### config.mk
export PLATFORM = sky130hd
export DESIGN_NAME = lane_first_set
export DESIGN_NICKNAME = d
export VERILOG_FILES = /design/src/rtl/lane_first_set.sv
export SDC_FILE = /design/constraint.sdc
export NUM_CORES = 1
export LEC_CHECK = 0
export ABC_AREA = 1
export BUFFER_PORTS_ARGS = -buffer_cell sky130_fd_sc_hd__clkbuf_2
export CAP_MARGIN = 20
export CORE_AREA = 2 2 39 41
export DETAILED_ROUTE_END_ITERATION = 8
export DIE_AREA = 0 0 41 43
export GPL_ROUTABILITY_DRIVEN = 0
export PLACE_DENSITY_LB_ADDON = 0.3
export SLEW_MARGIN = 5
export SYNTH_ARGS = -nofsm -noshare
export SYNTH_HDL_FRONTEND = slang
export SYNTH_SLANG_ARGS = --single-unit
### constraint.sdc
create_clock -name vclk -period 3.54
set_clock_uncertainty 0.1 [all_clocks]
set_input_delay 0.708 -clock vclk [all_inputs]
set_output_delay 0.708 -clock vclk [all_outputs]
set_load 0.05 [all_outputs]
### src/rtl/lane_first_set.sv
// Priority encoder: index of the lowest set bit of i_vec (0 when none set).
// - i_vec : mismatch vector, one bit per lane
// - o_idx : lowest set bit index
module lane_first_set #(
  parameter int unsigned pWidth = 32
) (
  input  logic [pWidth-1:0] i_vec,
  output logic [5:0]        o_idx
);

  // Scan from the top down so the lowest set bit is the last one written.
  always_comb begin
    o_idx = '0;
    for (int unsigned i = pWidth; i > 0; i--) begin
      if (i_vec[i-1]) o_idx = 6'(i - 1);
    end
  end

endmodule

## Word-level counts from Yosys, hierarchy flattened

Cells that the tools add are included.
W data, S select, Z words.

- Bits in registers: 0
- Bits of input ports: 32
- Output and inout bits: 6
- Logic and storage cells: 32

- Mux-type cells: 32

Operator list:

| kind | number |
|---|---|
| $mux W6 | 31 |
| $mux W5 | 1 |

## Logic depth before layout (Yosys ltp)

- Depth after elaboration: 32
- Gate-level depth with buffers: 31
- Depth with buffers taken out: 31

## Least setup slack after synthesis

No wires, ideal clock.

- Path kind: input port to output port
- From: in i_vec[30]
- To: out o_idx[0]
- Buffers on the path: 0
- Data arrival time: 2447 ps
- Stages on the path: 31
- Setup slack: 285 ps
- Data required time: 2732 ps
- Cell sequence: inv_1 > nand2_1 > nand2_1 > nand2_1 > nand2_1 > nand2_1 > nand2_1 > nand2_1 > nand2_1 > nand2_1 > nand2_1 > nand2_1 > nand2_1 > nand2_1 > nand2_1 > nand2_1 > nand2_1 > nand2_1 > nand2_1 > nand2_1 > nand2_1 > nand2_1 > nand2_1 > nand2_1 > nand2_1 > nand2_1 > nand2_1 > nand2_1 > nand2_1 > nand2_1 > a21oi_2

- Cells in the longest elaborated chain, start to end: 31

Ends and longest elaborated chain:

| item | line | RTL |
|---|---|---|
| start, declared | 7 | `input logic [pWidth-1:0] i_vec,` |
| $mux W6 (31 in series) | 15 | `if (i_vec[i-1]) o_idx = 6'(i - 1);` |
| end, declared | 8 | `output logic [5:0] o_idx` |

No other way between the ends.

## Worst setup path in the final report

Same ends and word-level chain as after synthesis.

==> impl_results.md <==
- Peak VDD IR: approximately 0.047 mV
- Die area: 1760 sq um
- Synth top area share: 0.304
- Core area: ~1400 sq um
- Crit path capture type: output pin
- Cell Pwr Density: roughly 97 nW/um^2
- # IOs: 38
- Minimum clock period: between 3 and 4 ns
- Largest net degree at the start of global routing: 4
- CP Data Arrival Time: between 2 and 2.5 ns
- Commonest non-fill, non-tap cell in the layout: nand2_1
- 1st-iter DRT viols: 9
- Vias per inst: between 4 and 5
- Most frequent cells in the layout: nand2_1, clkbuf_2, inv_1
- Critical Path Fanout Max: 3
- Startpoint types: input port
- # DRC: 0
- Gr ovfl total: 0
- Final hold slack: 1.59 ns
- Initial antenna violation count: 0
- Final WL: 1040 um
- Fin. max-slew vios: 0
- Router iterations before antenna repair: 4
- Power, Total: 63.4 uW
- Netlist cell types: 15
- Layout clock buffers: 0
- Number of global-route vias before repair: between 500 and 600
- YS warnings: 0
- Unrepaired setup endpoints after global routing: yes
- Number of sequential cells: 0
- Post-synthesis sequential area ratio: 0
- CTS Hold Bufs: 0
- Final hold vios: 0
- Area Growth Syn to Fin: 47.3%
- Vias: just under 700
- Fillers: around 170
- Gate Count Post-Synth: 104
- Register area: 0 sq um
- Wire per inst: between 6 and 7 um
- Most used cell, CP: nand2_1
- Total of max-cap violations: 0
- Fraction of layout cells with a size suffix above 1: 0.279
- DP Wirelength: about 1000 um
- Port bufs: 37
- Min-delay worst type: in -> out
- Ant diodes: 0
- Status: completed
- Overall die height: 43 um
- Initial Utilization: 0.321
- Post-CTS setup buffer count: 0
- Post-CTS Resized: 0
- Final Setup Violations: 0
- F_max: between 300 and 400 MHz
- Cell accounting for the most synthesized area: nand2_1
- Synthesized area: 444 sq um
- First-pass GRT wire length: 1660 um
- Die Wd: between 40 and 50 um
- Syn_area_per_cell: 4.27 sq um
- Fin crit share: 0.917
- Worst EP required: about 2.7 ns
- Crit path kind: in -> out
- Leak: 0.471 nW
- Overall Global Routing Usage: 0.122
- Row count: 14
- Crit-path max cell delay: about 0.17 ns
- Final nets: between 150 and 200
- Final ANT Viol Nets: 0
- Syn_nets: 136
- Ranking of synthesized cells by area: nand2_1, inv_1, nor2_1
- Slowest-stage cell, CP: buf_6
==> synthesized netlist by cell type (2+ instances only) <==
master,n
inv_1,33
o21ai_0,2
nand2_1,36
a31oi_1,2
nor4_1,3
nand3_1,7
nor2_1,12
o311ai_0,2
==> per-layer routing <==
layer | track usage | up-vias | routed length [um]
met1 | 0.123 | 287 | 422
met3 | 0 | 0 | 98
met5 | 0 | - | 0
met2 | 0.259 | 22 | 520
li1 | - | 384 | -
met4 | 0 | 0 | 0
==> area by class of cell <==
cell class | count | area, sq um | area share
inverter | 33 | 124 | 0.189
multi-input combinational | 70 | 313 | 0.478
tap | 16 | 20.0 | 0.0306
timing repair buffer | 37 | 198 | 0.302
==> per-stage QoR <==
stage	util	setup TNS, ns	setup slack (ns)	instance area (sq um)	cells
after global placement	0.464	0	0.171	642	156
after detailed placement	0.464	0	0.158	642	156
after floorplan	-	0	0.285	444	104
after global routing	0.473	-0.00446	-0.00446	654	156
after CTS	0.464	0	0.148	642	156
final	0.473	0	0.293	654	156
==> worst max-delay path, delay by kind of cell <==
family | cells | cell delay, ns
compound gates | 1 | 0.13
buf+inv | 3 | 0.30
simple gates | 29 | 1.31
==> final timing paths <==
path      start        to  slack [ns]  depth (start not counted)
max   i_vec[30]  o_idx[0]        0.29                         33
min    i_vec[0]  o_idx[0]        1.59                          3
==> cells by family after synthesis <==
logic type             Yosys count  synth area share
and+or+nand+nor                 59             0.541
buffers and inverters           34             0.296
other                            1           0.00844
AOI/OAI and AO/OA               10             0.155
==> where the power goes <==
| part | total (mW) | internal, mW | switching (mW) |
|---|---|---|---|
| registers | 0 | 0 | 0 |
| clock network | 0 | 0 | 0 |
| logic | 0.0634 | 0.0272 | 0.0361 |
Note: power is estimated with default switching activity, not from simulation.
